### config.mk
export PLATFORM = sky130hd
export DESIGN_NAME = addr_reg_file
export DESIGN_NICKNAME = d
export VERILOG_FILES = /design/src/rtl/addr_rf_pkg.sv /design/src/rtl/addr_rf_read_port.sv /design/src/rtl/addr_reg_file.sv
export SDC_FILE = /design/constraint.sdc
export NUM_CORES = 1
export LEC_CHECK = 0
export BUFFER_PORTS_ARGS = -buffer_cell sky130_fd_sc_hd__buf_2
export CAP_MARGIN = 40
export CORE_ASPECT_RATIO = 0.9
export CORE_MARGIN = 5
export CORE_UTILIZATION = 55
export DETAILED_ROUTE_END_ITERATION = 7
export PLACE_DENSITY = 0.79
export SLEW_MARGIN = 20
export SYNTH_ARGS = -nofsm -noshare
export SYNTH_HDL_FRONTEND = slang
export SYNTH_SLANG_ARGS = --single-unit
### constraint.sdc
create_clock -name clk -period 8.37 [get_ports clk]
set_clock_uncertainty 0.1 [all_clocks]
set_input_delay 1.674 -clock clk [delete_from_list [all_inputs] [get_ports clk]]
set_output_delay 1.674 -clock clk [all_outputs]
set_load 0.005 [all_outputs]
### src/rtl/addr_rf_pkg.sv
// Shared constants and helpers for the address-sequence register file.
package addr_rf_pkg;

  localparam int ADDR_W          = 4;
  localparam int DEF_NUM_ENTRIES = 15;
  localparam int DEF_DATA_W      = 8;

  localparam logic [ADDR_W-1:0] ILLEGAL_ADDR = 4'hF;

  // Addresses at or beyond the entry count are illegal for both reads and writes.
  function automatic logic addr_legal(input logic [ADDR_W-1:0] addr, input int num_entries);
    return {1'b0, addr} < (ADDR_W+1)'(num_entries);
  endfunction

endpackage

### src/rtl/addr_rf_read_port.sv
// One registered read port: address check, valid masking, optional same-cycle write bypass.
// Build option: WRITE_BYPASS_EN forwards a same-address legal write to the read result.
module addr_rf_read_port
  import addr_rf_pkg::*;
#(
  parameter int DATA_W      = DEF_DATA_W,
  parameter int NUM_ENTRIES = DEF_NUM_ENTRIES
) (
  input  logic              clk,
  input  logic              rst,
  input  logic              rd_en,
  input  logic [ADDR_W-1:0] rd_addr,
  input  logic [DATA_W-1:0] mem [NUM_ENTRIES],
  input  logic [NUM_ENTRIES-1:0] entry_valid,
  input  logic              wr_ok,
  input  logic [ADDR_W-1:0] wr_addr,
  input  logic [DATA_W-1:0] wr_data,
  output logic [DATA_W-1:0] rd_data,
  output logic              rd_miss
);

  logic              legal;
  logic              byp_hit;
  logic [ADDR_W-1:0] idx;
  logic [DATA_W-1:0] data_next, data_reg;
  logic              miss_next, miss_reg;

`ifdef WRITE_BYPASS_EN
  assign byp_hit = wr_ok && (wr_addr == rd_addr);
`else
  assign byp_hit = 1'b0;
  logic unused_wr;
  assign unused_wr = ^{wr_ok, wr_addr};
`endif

  always_comb begin
    legal     = addr_legal(rd_addr, NUM_ENTRIES);
    idx       = legal ? rd_addr : '0;
    data_next = '0;
    miss_next = 1'b1;
    if (byp_hit) begin
      data_next = wr_data;
      miss_next = 1'b0;
    end else if (legal && entry_valid[idx]) begin
      data_next = mem[idx];
      miss_next = 1'b0;
    end
  end

  always_ff @(posedge clk or posedge rst) begin
    if (rst) begin
      data_reg <= '0;
      miss_reg <= 1'b0;
    end else if (rd_en) begin
      data_reg <= data_next;
      miss_reg <= miss_next;
    end
  end

  assign rd_data = data_reg;
  assign rd_miss = miss_reg;

endmodule

### src/rtl/addr_reg_file.sv
// Register file with per-entry valid flags cleared by Start, three shared-strobe read ports.
// Build option: WRITE_BYPASS_EN enables same-cycle write-to-read forwarding.
module addr_reg_file
  import addr_rf_pkg::*;
#(
  parameter int DATA_W      = DEF_DATA_W,
  parameter int NUM_ENTRIES = DEF_NUM_ENTRIES
) (
  input  logic                   clk,
  input  logic                   rst,
  input  logic                   Start,
  input  logic                   WriteEn,
  input  logic [ADDR_W-1:0]      WriteReg,
  input  logic [DATA_W-1:0]      WriteData,
  input  logic                   ReadEn,
  input  logic [ADDR_W-1:0]      ReadReg1,
  input  logic [ADDR_W-1:0]      ReadReg2,
  input  logic [ADDR_W-1:0]      ReadReg3,
  output logic [DATA_W-1:0]      ReadData1,
  output logic [DATA_W-1:0]      ReadData2,
  output logic [DATA_W-1:0]      ReadData3,
  output logic                   ReadValid,
  output logic [2:0]             ReadMiss,
  output logic [NUM_ENTRIES-1:0] EntryValid,
  output logic [3:0]             ValidCount,
  output logic                   AddrErr
);

  logic [DATA_W-1:0]      mem_reg [NUM_ENTRIES];
  logic [NUM_ENTRIES-1:0] valid_reg;
  logic [3:0]             count_reg, count_next;
  logic                   read_valid_reg, addr_err_reg, addr_err_next;
  logic                   wr_ok;
  logic [ADDR_W-1:0]      rd_addr [3];
  logic [DATA_W-1:0]      rd_data [3];
  logic [2:0]             rd_bad, rd_miss;

  assign wr_ok      = WriteEn && addr_legal(WriteReg, NUM_ENTRIES);
  assign rd_addr[0] = ReadReg1;
  assign rd_addr[1] = ReadReg2;
  assign rd_addr[2] = ReadReg3;

  // Start clears the flag first so a same-edge write leaves exactly its own entry valid.
  genvar gi;
  generate
    for (gi = 0; gi < NUM_ENTRIES; gi++) begin : g_entry
      always_ff @(posedge clk or posedge rst) begin
        if (rst) begin
          mem_reg[gi]   <= '0;
          valid_reg[gi] <= 1'b0;
        end else begin
          if (Start)
            valid_reg[gi] <= 1'b0;
          if (wr_ok && (WriteReg == ADDR_W'(gi))) begin
            mem_reg[gi]   <= WriteData;
            valid_reg[gi] <= 1'b1;
          end
        end
      end
    end

    for (gi = 0; gi < 3; gi++) begin : g_rd
      assign rd_bad[gi] = !addr_legal(rd_addr[gi], NUM_ENTRIES);

      addr_rf_read_port #(
        .DATA_W      (DATA_W),
        .NUM_ENTRIES (NUM_ENTRIES)
      ) u_port (
        .clk         (clk),
        .rst         (rst),
        .rd_en       (ReadEn),
        .rd_addr     (rd_addr[gi]),
        .mem         (mem_reg),
        .entry_valid (valid_reg),
        .wr_ok       (wr_ok),
        .wr_addr     (WriteReg),
        .wr_data     (WriteData),
        .rd_data     (rd_data[gi]),
        .rd_miss     (rd_miss[gi])
      );
    end
  endgenerate

  always_comb begin
    count_next = count_reg;
    if (Start)
      count_next = wr_ok ? 4'd1 : 4'd0;
    else if (wr_ok && !valid_reg[WriteReg])
      count_next = count_reg + 4'd1;
    addr_err_next = (WriteEn && !addr_legal(WriteReg, NUM_ENTRIES)) || (ReadEn && (|rd_bad));
  end

  always_ff @(posedge clk or posedge rst) begin
    if (rst) begin
      count_reg      <= '0;
      read_valid_reg <= 1'b0;
      addr_err_reg   <= 1'b0;
    end else begin
      count_reg      <= count_next;
      read_valid_reg <= ReadEn;
      addr_err_reg   <= addr_err_next;
    end
  end

  assign ReadData1  = rd_data[0];
  assign ReadData2  = rd_data[1];
  assign ReadData3  = rd_data[2];
  assign ReadMiss   = rd_miss;
  assign ReadValid  = read_valid_reg;
  assign EntryValid = valid_reg;
  assign ValidCount = count_reg;
  assign AddrErr    = addr_err_reg;

endmodule
==> reports/qor_table.md <==
| Step | Result | Value |
| --- | --- | --- |
| worst setup path | Largest stage delay on the critical path | 0.66 ns |
| timing | Slew of the pin with the lowest slew margin | 0.8857 ns |
| timing | Time the worst path needs with I/O delays and setup | 4.395 ns |
| finish | Synth-to-Final Area Change | 10.15% |
| yosys | Average size of a mapped cell | 9.877 sq um |
| cts | Number of setup buffers added after CTS | 0 |
| worst setup path | Total buffers and inverters traversed by the critical path | 2 |
| timing | Final max-slew violation count | 0 |
| yosys | Synthesized-area fraction occupied by adder cells | 0.001189 |
| finish | Net count reported at finish | 1,119 |
| power and ir drop | Proportion of power drawn by flip-flops and latches | 0.444 |
| timing | FMAX | 227.5 MHz |
| global routing | Pin count of the biggest net entering global routing | 94 |
| power and ir drop | Switching share of power | 0.3292 |
| worst setup path | Startpoint types | input pin |
| timing | Final period util | 0.5251 |
| drt | Detailed-route wire length per cell | 26.04 um |
| drt | Final antenna-violating net count | 0 |
| drt | Vias after detailed routing | 9,661 |
| finish | Flip-flop count of the largest register, all copies and words added | 120 |
| timing | Final number of hold-violating endpoints | 0 |
| worst setup path | Critical path, cell by cell | buf_2 -> buf_4 -> nand4_1 -> and2_1 -> o221ai_1 -> o32ai_1 -> a31oi_4 -> o22ai_1 |
| finish | Ant. Diodes | 0 |
| power and ir drop | Internal power | 0.001731 W |
| job | Max capacitance violation total | 0 |
| status | Violations in the final reports | DRC |
| timing | Final setup violation count | 0 |
| worst setup path | Type of destination of the critical path | register |
| cts | Clock tree sinks | 168 |
| floorplan | Effective utilization at floorplan | 0.5543 |
| cts | Number of H-tree levels | 4 |
| yosys | EDFF count, synth | 0 |
| global routing | Vias in the first global route | 9,482 |
| worst setup path | Worst Path Arrival | 4.58 ns |
| yosys | Sequential cell area fraction in the yosys report | 0.3997 |
| floorplan | Number of core rows | 48 |
| global routing | Total gr overflow | 0 |
| floorplan | Ports placed on the boundary | 77 |
| status | Outcome | complete, but fails checks |
| global routing | Wire length of the first global-routing pass | 54,550 um |
| placed design | Buffers on Ports | 76 |
| timing | Setup TNS after final layout | 0 ns |
| cts | Number of gates resized after CTS | 0 |
| yosys | Flip-flop and latch count after synthesis | 168 |
| yosys | Number of nets in the synthesized netlist | 1,095 |
| cts | Num CTS Buffers | 17 |
| worst setup path | CP top delay family | simple AND/OR/NAND/NOR gates |
| power and ir drop | VDD IR-drop max | 0.1376 mV |
| yosys | Post-synthesis simple-gate area fraction | 0.08993 |
| drt | Number of detailed-route iterations in the first pass | 8 |
| floorplan | Core area | 0.01898 sq mm |
| cts | Hold bufs inserted after CTS | 0 |
| floorplan | Die area | 0.02199 sq mm |
| drt | DRC violation count after routing | 7 |
| global routing | Overall fraction of global-route tracks in use | 0.3213 |
| power and ir drop | Part of the total power dissipated in combinational logic | 0.238 |
| drt | Wire length reported by the detailed router | 35,180 um |
| yosys | Netlist area before placement | 0.01052 sq mm |
| placed design | Post-detailed-placement half-perimeter wirelength | 23,130 um |
| finish | Ratio of cells with drive above 1 in the final layout | 0.2461 |
| worst setup path | Critical path class | in2reg |
| yosys | Library cells used by synthesis | 66 |
| timing | Max-slew headroom | 0.4073 |
| yosys | Mux cell area share after synthesis | 0.2074 |
| cts | Buffer cell driving the clock tree root | sky130_fd_sc_hd__clkbuf_16 |
| worst setup path | Slowest cell on crit path | sky130_fd_sc_hd__nand4_1 |
| yosys | Total of warnings raised by yosys | 0 |
| yosys | Share of flip-flops with an asynchronous set or reset | 1.000 |
| worst setup path | Required time at the endpoint of the critical path | 8.56 ns |
| floorplan | Die boundary width | 155.8 um |
| placed design | Last weighted congestion value of the routability-driven placer | 1.002 |
| power and ir drop | Power per cell area | 222.7 mW/mm^2 |
| cts | Source-to-sink clock delay at the later pin of the worst-skew pair | 0.44 ns |
| power and ir drop | Leak pwr | 4.939 nW |
| yosys | Prevailing post-synth register cell | sky130_fd_sc_hd__dfrtp_1 |
| cts | Buffer depth of the longest clock path | 2 |
| drt | Number of vias per cell | 7.151 |
| floorplan | Die outline height | 141.2 um |
| timing | Hold WS | 0.3808 ns |
| yosys | Number of standard cells after synthesis | 1,065 |
| yosys | Xor/xnor share of the synthesized area | 0.0008326 |
| power and ir drop | Net switching power figure | 0.0008493 W |
| timing | RSZ-0062 raised after global routing | no |
| power and ir drop | Clock Power Share | 0.318 |
| yosys | Synth Area in Compound Gates | 0.2365 |
| global routing | Initial antenna violation count | 0 |
| min path | Path category of the worst min-delay check | reg2reg |
| cts | TritonCTS clock tree | done |
| cts | Clock input transition at the sequential cells of the worst setup and hold paths | 0.06 ns |
| yosys | Main combinational cell family by area after synthesis | compound AO/OA/AOI/OAI gates |
| drt | DR iter-0 viols | 1,657 |
| worst setup path | Highest fanout seen on the critical path | 58 |
final timing paths:
check / start / end / slack, ns / cells past startpoint
worst max-delay path: ReadReg2[0] / g_rd[1].u_port.rd_data[4]$_DFFE_PP0P_ / 3.98 / 8
max in group asynchronous: rst / mem_reg[102]$_DFFE_PP0P_ / 6.28 / 4
worst min-delay path: g_rd[2].u_port.rd_miss$_DFFE_PP0P_ / g_rd[2].u_port.rd_miss$_DFFE_PP0P_ / 0.38 / 1
worst max register to register: EntryValid[7]$_DFFE_PP0P_ / g_rd[2].u_port.rd_data[5]$_DFFE_PP0P_ / 6.11 / 4
min in group asynchronous: rst / mem_reg[18]$_DFFE_PP0P_ / 1.03 / 2
worst min register to register: g_rd[2].u_port.rd_miss$_DFFE_PP0P_ / g_rd[2].u_port.rd_miss$_DFFE_PP0P_ / 0.38 / 1
kinds of logic after synthesis:
kind of cell,count (synthesis)
compound gates,377
buf+inv,159
fa+ha+maj,1
xor+xnor,1
simple gates,192
flops,168
mux,167
cell usage in the layout (no fill, tap or decap), types with 3 or more instances in the layout:
| master | n |
|---|---|
| sky130_fd_sc_hd__a211o_1 | 6 |
| sky130_fd_sc_hd__a211oi_1 | 14 |
| sky130_fd_sc_hd__a21o_1 | 8 |
| sky130_fd_sc_hd__a21oi_1 | 49 |
| sky130_fd_sc_hd__a221oi_1 | 19 |
| sky130_fd_sc_hd__a22oi_1 | 19 |
| sky130_fd_sc_hd__a2bb2oi_1 | 3 |
| sky130_fd_sc_hd__a311oi_1 | 14 |
| sky130_fd_sc_hd__a31oi_1 | 11 |
| sky130_fd_sc_hd__buf_2 | 76 |
| sky130_fd_sc_hd__buf_4 | 18 |
| sky130_fd_sc_hd__clkbuf_16 | 17 |
| sky130_fd_sc_hd__clkbuf_8 | 3 |
| sky130_fd_sc_hd__dfrtp_1 | 168 |
| sky130_fd_sc_hd__inv_1 | 65 |
| sky130_fd_sc_hd__inv_6 | 6 |
| sky130_fd_sc_hd__mux2_2 | 105 |
| sky130_fd_sc_hd__mux2i_1 | 32 |
| sky130_fd_sc_hd__mux4_2 | 29 |
| sky130_fd_sc_hd__nand2_1 | 62 |
| sky130_fd_sc_hd__nand2b_1 | 24 |
| sky130_fd_sc_hd__nand3_1 | 16 |
| sky130_fd_sc_hd__nand4_1 | 4 |
| sky130_fd_sc_hd__nor2_1 | 38 |
| sky130_fd_sc_hd__nor2b_1 | 32 |
| sky130_fd_sc_hd__o211ai_1 | 15 |
| sky130_fd_sc_hd__o21a_1 | 8 |
| sky130_fd_sc_hd__o21ai_0 | 120 |
| sky130_fd_sc_hd__o221ai_1 | 9 |
| sky130_fd_sc_hd__o22a_1 | 6 |
| sky130_fd_sc_hd__o22ai_1 | 44 |
| sky130_fd_sc_hd__o31a_1 | 5 |
| sky130_fd_sc_hd__o31ai_1 | 5 |
| sky130_fd_sc_hd__o32ai_1 | 4 |
stage by stage:
| stage | instance area [sq um] | total power (W) | worst slack [ns] | std cells | util |
|---|---|---|---|---|---|
| final | 11590 | 0.002580 | 3.975 | 1351 | 0.6105 |
| after detailed placement | 10940 | 0.001736 | 3.659 | 1317 | 0.5765 |
| after floorplan | 10520 | 0.001534 | 2.049 | 1065 | - |
| after global placement | 10870 | 0.001711 | 3.808 | 1310 | 0.5727 |
| after global routing | 11590 | 0.002685 | 3.979 | 1351 | 0.6105 |
| after CTS | 11540 | 0.002555 | 4.146 | 1348 | 0.6083 |
power groups by stage:
stage / sequential, W / clock (W) / combinational (W)
floorplan: 0.00108 / 0 / 0.000452
CTS: 0.00113 / 0.000823 / 0.000597
global placement: 0.00114 / 0 / 0.000571
global route: 0.00116 / 0.000863 / 0.000661
finish: 0.00115 / 0.000821 / 0.000613
detailed placement: 0.00115 / 0 / 0.000591
layer usage:
metal  global-route usage  part of all wire
met1               0.4234              0.37
met5                    0                 0
met2               0.4781              0.43
met3               0.1065              0.14
met4               0.1571             0.054
final cells by class:
cell class,instances,area (sq um)
well taps,250,312.8
clock buffers,20,466.7
multi-input cells,738,5637
flip-flops and latches,168,4204
inverters,68,260.3
fillers,1593,7392
clock inverters,11,135.1
repair buffers,96,570.5
cells in the mapped netlist (all sizes together), types with 2 or more instances:
| cell type | instances | area (sq um) |
|---|---|---|
| inv | 67 | 251.5 |
| o2111ai | 2 | 17.52 |
| and3 | 2 | 12.51 |
| nand3b | 2 | 15.01 |
| nand2 | 62 | 232.7 |
| mux2 | 105 | 1182 |
| or3 | 2 | 12.51 |
| or2 | 2 | 15.02 |
| a22oi | 19 | 142.6 |
| a211o | 6 | 52.55 |
| clkbuf | 48 | 181.4 |
| o32ai | 4 | 35.03 |
| a32oi | 2 | 25.03 |
| nand2b | 24 | 150.1 |
| a222oi | 2 | 20.02 |
| dfrtp | 168 | 4204 |
| a221o | 2 | 20.02 |
| o22ai | 44 | 275.3 |
| buf | 43 | 241.5 |
| o22a | 6 | 52.55 |
| o221ai | 9 | 78.83 |
| a31oi | 12 | 90.09 |
| a311oi | 15 | 148.9 |
| o211ai | 15 | 112.6 |
| a221oi | 19 | 166.4 |
| o21a | 8 | 60.06 |
| o31a | 5 | 43.79 |
| a21oi | 49 | 245.2 |
| o21ai | 123 | 619.4 |
| mux2i | 32 | 320.3 |
| a211oi | 14 | 105.1 |
| o31ai | 5 | 37.54 |
| mux4 | 30 | 679.4 |
| nand4 | 5 | 37.53 |
| a21o | 8 | 60.06 |
| nor2 | 39 | 148.9 |
| a2bb2oi | 3 | 26.28 |
| nor2b | 32 | 200.2 |
| and2 | 2 | 12.51 |
| nand3 | 16 | 80.08 |
Power figures use the tool's default switching activity.
